$ cat src/rtl/ps2_device_tx.sv
// PS/2 device-side transmitter: sends a packet of 1..MAX_BYTES bytes to the
// host as 11-bit frames, generating the PS/2 clock itself (open-drain style).
//
// Ports:
//   CLK, RESET         system clock, synchronous active-high reset
//   SEND               one-cycle start request (accepted only while BUSY=0)
//   NUM_BYTES          bytes to send, clamped to MAX_BYTES; sampled on SEND
//   PACKET_DATA        packet bytes, byte 0 in [7:0]; sampled on SEND
//   FORCE_PARITY_ERR   invert the parity bit of every byte; sampled on SEND
//   PS2_CLK_IN         sensed PS/2 clock line level
//   PS2_DATA_IN        sensed PS/2 data line level
//   PS2_CLK_OE         1 = pull clock line low
//   PS2_DATA_OE        1 = pull data line low
//   BUSY               packet in progress
//   DONE               one-cycle pulse when every byte has been sent
//   ABORTED            one-cycle pulse when the host inhibits mid-byte

module ps2_device_tx #(
    parameter int CLK_DIV     = 2500,
    parameter int MAX_BYTES   = 4,
    parameter int GAP_CYCLES  = 5000,
    parameter int IDLE_CYCLES = 100
) (
    input  logic                             CLK,
    input  logic                             RESET,
    input  logic                             SEND,
    input  logic [$clog2(MAX_BYTES+1)-1:0]   NUM_BYTES,
    input  logic [8*MAX_BYTES-1:0]           PACKET_DATA,
    input  logic                             FORCE_PARITY_ERR,
    input  logic                             PS2_CLK_IN,
    input  logic                             PS2_DATA_IN,
    output logic                             PS2_CLK_OE,
    output logic                             PS2_DATA_OE,
    output logic                             BUSY,
    output logic                             DONE,
    output logic                             ABORTED
);

    localparam int NW = $clog2(MAX_BYTES + 1);

    // One shared counter serves the bit, gap and idle timers.
    localparam int CMAX =
        (CLK_DIV > GAP_CYCLES)
            ? ((CLK_DIV > IDLE_CYCLES) ? CLK_DIV : IDLE_CYCLES)
            : ((GAP_CYCLES > IDLE_CYCLES) ? GAP_CYCLES : IDLE_CYCLES);
    localparam int CW = $clog2(CMAX + 1);

    localparam logic [CW-1:0] BIT_LAST  = CW'(CLK_DIV - 1);
    localparam logic [CW-1:0] GAP_LAST  = CW'(GAP_CYCLES - 1);
    localparam logic [CW-1:0] IDLE_LAST = CW'(IDLE_CYCLES - 1);

    typedef enum logic [2:0] {
        IDLE,
        WAIT_IDLE,
        BIT_HI,
        BIT_LO,
        GAP,
        FINISH
    } state_t;

    state_t                 state;
    logic [CW-1:0]          cnt;
    logic [3:0]             bit_idx;
    logic [NW-1:0]          bytes_left;
    logic [8*MAX_BYTES-1:0] shreg;
    logic                   force_par;

    logic [NW-1:0]          num_clamped;
    logic                   accept;
    logic [7:0]             cur_byte;

    assign num_clamped = (NUM_BYTES > NW'(MAX_BYTES)) ? NW'(MAX_BYTES)
                                                      : NUM_BYTES;
    assign accept      = SEND & ~BUSY;
    assign cur_byte    = shreg[7:0];

    // Frame bit idx of byte b: start, 8 data LSB first, odd parity, stop.
    function automatic logic frame_bit(
        input logic [7:0] b,
        input logic [3:0] idx,
        input logic       fp
    );
        logic r;
        if (idx == 4'd0)
            r = 1'b0;
        else if (idx <= 4'd8)
            r = b[idx[2:0] - 3'd1];
        else if (idx == 4'd9)
            r = ~(^b) ^ fp;
        else
            r = 1'b1;
        return r;
    endfunction

    always_ff @(posedge CLK) begin
        if (RESET) begin
            state       <= IDLE;
            cnt         <= '0;
            bit_idx     <= '0;
            bytes_left  <= '0;
            shreg       <= '0;
            force_par   <= 1'b0;
            PS2_CLK_OE  <= 1'b0;
            PS2_DATA_OE <= 1'b0;
            BUSY        <= 1'b0;
            DONE        <= 1'b0;
            ABORTED     <= 1'b0;
        end else begin
            DONE    <= 1'b0;
            ABORTED <= 1'b0;
            if (accept) begin
                // BUSY is low only in IDLE and FINISH, so a new packet may
                // start from either of them.
                PS2_CLK_OE  <= 1'b0;
                PS2_DATA_OE <= 1'b0;
                cnt         <= '0;
                bit_idx     <= '0;
                shreg       <= PACKET_DATA;
                force_par   <= FORCE_PARITY_ERR;
                bytes_left  <= num_clamped;
                if (num_clamped == '0) begin
                    DONE  <= 1'b1;
                    state <= IDLE;
                end else begin
                    BUSY  <= 1'b1;
                    state <= WAIT_IDLE;
                end
            end else begin
                unique case (state)
                    IDLE: begin
                        cnt <= '0;
                    end

                    WAIT_IDLE: begin
                        if (PS2_CLK_IN && PS2_DATA_IN) begin
                            if (cnt == IDLE_LAST) begin
                                cnt         <= '0;
                                bit_idx     <= '0;
                                // Start bit is 0: pull data low.
                                PS2_DATA_OE <= 1'b1;
                                state       <= BIT_HI;
                            end else begin
                                cnt <= cnt + CW'(1);
                            end
                        end else begin
                            cnt <= '0;
                        end
                    end

                    BIT_HI: begin
                        // The first cycle is skipped so that our own clock
                        // release is not mistaken for a host inhibit.
                        if (!PS2_CLK_IN && cnt != '0 &&
                            bit_idx <= 4'd9) begin
                            PS2_CLK_OE  <= 1'b0;
                            PS2_DATA_OE <= 1'b0;
                            BUSY        <= 1'b0;
                            ABORTED     <= 1'b1;
                            bytes_left  <= '0;
                            cnt         <= '0;
                            state       <= IDLE;
                        end else if (cnt == BIT_LAST) begin
                            cnt        <= '0;
                            PS2_CLK_OE <= 1'b1;
                            state      <= BIT_LO;
                        end else begin
                            cnt <= cnt + CW'(1);
                        end
                    end

                    BIT_LO: begin
                        if (cnt == BIT_LAST) begin
                            cnt        <= '0;
                            PS2_CLK_OE <= 1'b0;
                            if (bit_idx == 4'd10) begin
                                PS2_DATA_OE <= 1'b0;
                                shreg       <= shreg >> 8;
                                bytes_left  <= bytes_left - NW'(1);
                                if (bytes_left == NW'(1)) begin
                                    DONE  <= 1'b1;
                                    BUSY  <= 1'b0;
                                    state <= FINISH;
                                end else begin
                                    state <= GAP;
                                end
                            end else begin
                                bit_idx     <= bit_idx + 4'd1;
                                PS2_DATA_OE <= ~frame_bit(cur_byte,
                                                          bit_idx + 4'd1,
                                                          force_par);
                                state       <= BIT_HI;
                            end
                        end else begin
                            cnt <= cnt + CW'(1);
                        end
                    end

                    GAP: begin
                        if (cnt == GAP_LAST) begin
                            cnt   <= '0;
                            state <= WAIT_IDLE;
                        end else begin
                            cnt <= cnt + CW'(1);
                        end
                    end

                    FINISH: begin
                        PS2_CLK_OE  <= 1'b0;
                        PS2_DATA_OE <= 1'b0;
                        cnt         <= '0;
                        state       <= IDLE;
                    end

                    default: begin
                        state <= IDLE;
                    end
                endcase
            end
        end
    end

endmodule

$ cat config.mk
export PLATFORM = sky130hd
export DESIGN_NAME = ps2_device_tx
export DESIGN_NICKNAME = d
export VERILOG_FILES = /design/src/rtl/ps2_device_tx.sv
export SDC_FILE = /design/constraint.sdc
export NUM_CORES = 1
export LEC_CHECK = 0
export ABC_AREA = 1
export CORE_ASPECT_RATIO = 0.7
export CORE_UTILIZATION = 30
export DETAILED_ROUTE_END_ITERATION = 10
export GPL_TIMING_DRIVEN = 0
export HOLD_SLACK_MARGIN = 0.12
export PLACE_DENSITY = 0.58
export SLEW_MARGIN = 20
export SYNTH_ARGS = -nofsm -noshare
export SYNTH_HDL_FRONTEND = slang
export SYNTH_SLANG_ARGS = --single-unit
$ cat constraint.sdc
create_clock -name CLK -period 3.3 [get_ports CLK]
set_input_delay 0.33 -clock CLK [delete_from_list [all_inputs] [get_ports CLK]]
set_output_delay 0.33 -clock CLK [all_outputs]
set_load 0.1 [all_outputs]
======== After elaboration in Yosys (flattened, before gate mapping) ========
Index checks and enable logic that the tools add are counted.
cells by class
  multiplexer cells ....................... 65
  bitwise operators ....................... 6
  add/sub/neg operators ................... 4
  eq/ne operators ......................... 27
  magnitude comparators ................... 4
  reduce and logical (&&, ||, !) cells .... 27
operators by type and width
  kind                     number
  $mux W32                 4
  $mux W13                 5
  $pmux W13 S5             1
  $mux W3                  13
  $mux W1                  31
  $ne A3 B3 Y1 const B     8
  $mux W4                  4
  $pmux W3 S5              1
  $ne A2 B2 Y1 const B     7
  $add A13 B1 Y13 const B  1
  $eq A13 B12 Y1 const B   1
  $eq A13 B13 Y1 const B   1
  $eq A13 B7 Y1 const B    1
  $reduce_bool A13 Y1      1
  $reduce_and A6 Y1        2
  $reduce_and A5 Y1        2
  $eq A4 B4 Y1 const B     2
  $le A4 B4 Y1 const B     2
  $pmux W4 S2              1
  $reduce_bool A2 Y1       4
  $reduce_xor A8 Y1        1
  $eq A3 B1 Y1 const B     2
  $eq A3 B2 Y1 const B     2
  $eq A3 B3 Y1 const B     2
  24 further kinds         34
storage, ports and cells
  word-level logic and storage cells ...... 144
  input port bits ......................... 41
  bits in registers ....................... 61
  output and inout bits ................... 5

======== Depth between registers and ports, before layout ========
  depth after elaboration ................. 15
  mapped depth ............................ 12
  depth with buffers taken out ............ 12

======== Worst setup path before layout ========
OpenSTA, ideal clock, no wires.
  kind .................................... reg-to-reg
  from .................................... register BUSY
  to ...................................... register BUSY
  required time ........................... 3181 ps
  arrival ................................. 2009 ps
  setup slack ............................. 1173 ps
  library setup time ...................... 119 ps
  path buffers ............................ 2
  cell stages (with the launch flop) ...... 10
  clock period less this slack ............ 2127 ps
  cells stage by stage .................... dfxtp_1 -> nor2_2 -> buf_2 -> inv_2 -> buf_2 -> nor2_1 -> nor3b_1 -> nand4_1 -> nand2_1 -> nor2_1
on the way
  cells in the longest elaborated chain, start to end .. 4
  elaborated cells between the ends (all ways) .. 10
  classes of those cells .................. eq/ne: 5; mux: 1; bitwise: 2; reduce/logical: 2
RTL lines
  element                                         RTL line  source
  start, declared                                 34        output logic BUSY,
  start signal, assigned                          105       BUSY <= 1'b0;
  start signal, assigned                          125       BUSY <= 1'b1;
  start signal, assigned                          157       BUSY <= 1'b0;
  $not A1 Y1 *                                    74        assign accept = SEND & ~BUSY;
  $and A1 B1 Y1 *                                 74
  $ne A3 B3 Y1 (no line) (tied with other cells)  n/a
  $reduce_and A6 Y1 (no line)                     n/a
Mark *: on every way between the ends. The rest lies on a longest branch, timed or not.
A chain may end at the register's enable or synchronous reset.

======== Worst setup path in the final report ========
  from .................................... register BUSY
  to ...................................... output BUSY
No word-level cell between the ends.

==> flow_metrics.py <==
metrics = {
    "synthesis": {
        "synth-xor-area-share_pct": 3.03,
        "syn_area_um2": 3760,
        "postSynthCellCount": 583,
        "synth_top_area_share_pct": 32.5,
        "synth_fa_ha_area_share_pct": 3.66,
        "synth-compound-area-share_pct": 11.5,
        "yosys_warnings": 0,
        "synth_top_family_by_area": "simple AND/OR/NAND/NOR gates",
        "synth_area_leaders": "dfxtp_1, nand2_1, nor2_1",
        "yosys.area.top_type": "dfxtp_1",
        "seq_area_frac_synth_pct": 32.5,
        "syn-num-nets": 635,
        "synthMuxAreaShare_pct": 0,
        "avgSynthCellArea_um2": 6.45,
        "ys_ff_latch": 61,
        "synthDistinctLibCells": 37,
        "synth-simple-area-share_pct": 39.8,
    },
    "detailed_routing": {
        "drc": 0,
        "totalWireLength_mm": 9.85,
        "wl_per_cell_um": 12.3,
        "num_vias": 3737,
        "postRouteAntennaNets": 0,
        "routed_via_density": 4.67,
        "drtPass1Iterations": 5,
        "drt-initial-drc-count": 277,
    },
    "timing": {
        "maxSlewViolCount": 0,
        "rsz0062_at_grt": "false",
        "setup_viol": 0,
        "worstMarginPinSlew_ns": 0.965,
        "fin_hold_ws_ns": 0.459,
        "hold_viol": 0,
        "final_min_period_over_clock_period_pct": 67.0,
        "worst_slack_ns": 1.09,
        "finClkSkew_ns": 0.00604,
        "finalCriticalPeriod_ns": 2.21,
        "max_freq_ghz": 0.452,
        "setup_tns_ns": 0,
        "max_slew_margin_pct": 35.5,
    },
    "final_layout": {
        "fin_cells": 801,
        "final_cell_mix": "nand2_1, nor2_1, dfxtp_1",
        "final_nets": 691,
        "drive_gt1_share_pct": 9.01,
        "layout_commonest_cell": "nand2_1",
        "fin_util_pct": 39.3,
        "design_area_um2": 4710,
        "area_growth_pct": 25.2,
        "insertedDiodeCount": 0,
    },
    "grt": {
        "grtUsageMet2_pct": 22.6,
        "grt_max_degree": 12,
        "grt_util_met1_pct": 23.7,
        "grt_pass1_wl_mm": 16.2,
        "antenna_found_initial": 0,
        "busiest_layer": "met1",
        "grt_use_total_pct": 16.2,
        "grt.met3_usage_pct": 4.31,
        "grt_pass1_vias": 3340,
        "grt_overflow": 0,
    },
    "clock_network": {
        "insertion_delay_ns": 0.33,
        "clock-sinks": 61,
        "cts_tree": "built",
        "hold_buffers": 0,
        "numCtsBuffers": 9,
        "ctsLongestPathBuffers": 2,
        "cts_resized": 0,
        "cts_setup_buffers": 0,
        "h-tree-depth": 3,
        "clk_pin_slew_ns": 0.06,
        "root_buffer": "clkbuf_16",
    },
    "floorplanning": {
        "dieHeight_um": 95.7,
        "die_area_um2": 13000,
        "core_um2": 12000,
        "die_x_um": 136,
        "io_pins": 46,
        "initial_core_util_pct": 31.4,
        "row_count": 33,
    },
    "critical_path": {
        "reg2reg_slack_ns": 1.19,
        "path_delay_family": "buffers and inverters",
        "cp-start-kind": "register",
        "cp_max_fo": 3,
        "end_kind": "primary output",
        "cp_num_buf_inv": 1,
        "arrival_ns": 1.88,
        "cp_cell_sequence": "clkdlybuf4s50_1",
        "critical_path.max_stage_delay_ns": 1.16,
        "worstSetupPathType": "reg2out",
        "slowest_stage": "clkdlybuf4s50_1",
        "worstPathRequired_ns": 2.97,
    },
    "pwr": {
        "cellPowerDensity_nw_per_um2": 487,
        "comb_power_share_pct": 22.0,
        "p_clk_share_pct": 41.4,
        "power_mw": 2.29,
        "p_leak_nw": 2.05,
        "peakVddDrop_uv": 244,
        "p_seq_share_pct": 36.6,
        "p_sw_share_pct": 30.4,
        "internal-power_mw": 1.59,
        "p_switching_mw": 0.697,
    },
    "min_path": {
        "hold_path_class": "reg2reg",
    },
    "placed_design": {
        "gp_congestion": 0.866,
        "preCtsSetupSlack_ns": 0.910,
        "placed_cells": 785,
        "io_buffers": 45,
        "place_area_um2": 4410,
        "dp_hpwl_mm": 7.79,
    },
    "run_status": {
        "status": "completed",
    },
    "flow_run": {
        "cap_violations": 0,
    },
}
-- layout make-up --
cell class                 count  area (um2)
timing repair buffer          45         450
clock inverter                 6        62.6
buffer                        22         146
tap                          157         196
fill                        1255        7270
multi-input combinational    445        2180
clock buffer                  10         239
sequential                    61        1220
inverter                      55         211
-- state kept, by name, indices dropped and copies added (netlist names), 3 cells and up --
register	count
shreg	32
state	3
bit_idx	4
bytes_left	3
cnt	13
-- Yosys cell counts --
cell type / instances
nand2_1: 181
nor2_1: 73
dfxtp_1: 61
inv_1: 48
a21oi_1: 41
nand3_1: 35
o21ai_0: 19
o21ai_1: 18
ha_1: 11
nor3_1: 11
clkbuf_1: 9
nor2_2: 9
nand3b_1: 7
xor2_1: 7
buf_2: 6
xnor2_1: 6
buf_6: 4
inv_2: 4
nand4_1: 4
nand2_2: 3
nand2_4: 3
nor2_4: 3
a31oi_1: 2
buf_8: 2
clkinv_1: 2
nand3_4: 2
o22ai_1: 2
buf_4: 1
inv_6: 1
nand3_2: 1
nand4_2: 1
nor3_4: 1
nor3b_1: 1
o211ai_1: 1
o311ai_0: 1
or2_1: 1
or2_2: 1
-- kinds of logic (layout without fill, tap and decap cells) --
kind of cell / count (synthesis) / in the layout
AOI/OAI and AO/OA: 84 / 84
xor gates and xnor gates: 13 / 13
adders and majority gates: 11 / 11
buffers and inverters: 77 / 138
DFF: 61 / 61
and+or+nand+nor: 337 / 337
-- power by group through the flow --
stage	combinational [mW]	clock [mW]	sequential [mW]
finish	0.503	0.949	0.839
global route	0.567	1.00	0.846
CTS	0.504	0.970	0.839
detailed placement	0.502	0	0.855
global placement	0.495	0	0.852
floorplan	0.335	0	0.867
-- path summary, 6_finish.rpt --
| path | from | endpoint | depth (start not counted) |
|---|---|---|---|
| setup reg to reg | bit_idx[0] | cnt[4] | 10 |
| hold / removal | shreg[28] | shreg[28] | 2 |
| setup / recovery | BUSY | BUSY | 1 |
| hold reg to reg | shreg[28] | shreg[28] | 2 |
-- metal layers --
layer,share of wire (%),vias to the layer above
li1,-,1975
met1,54,1668
met2,40,85
met3,5.3,9
met4,1.1,0
met5,0,-
Power figures use the tool's default switching activity.
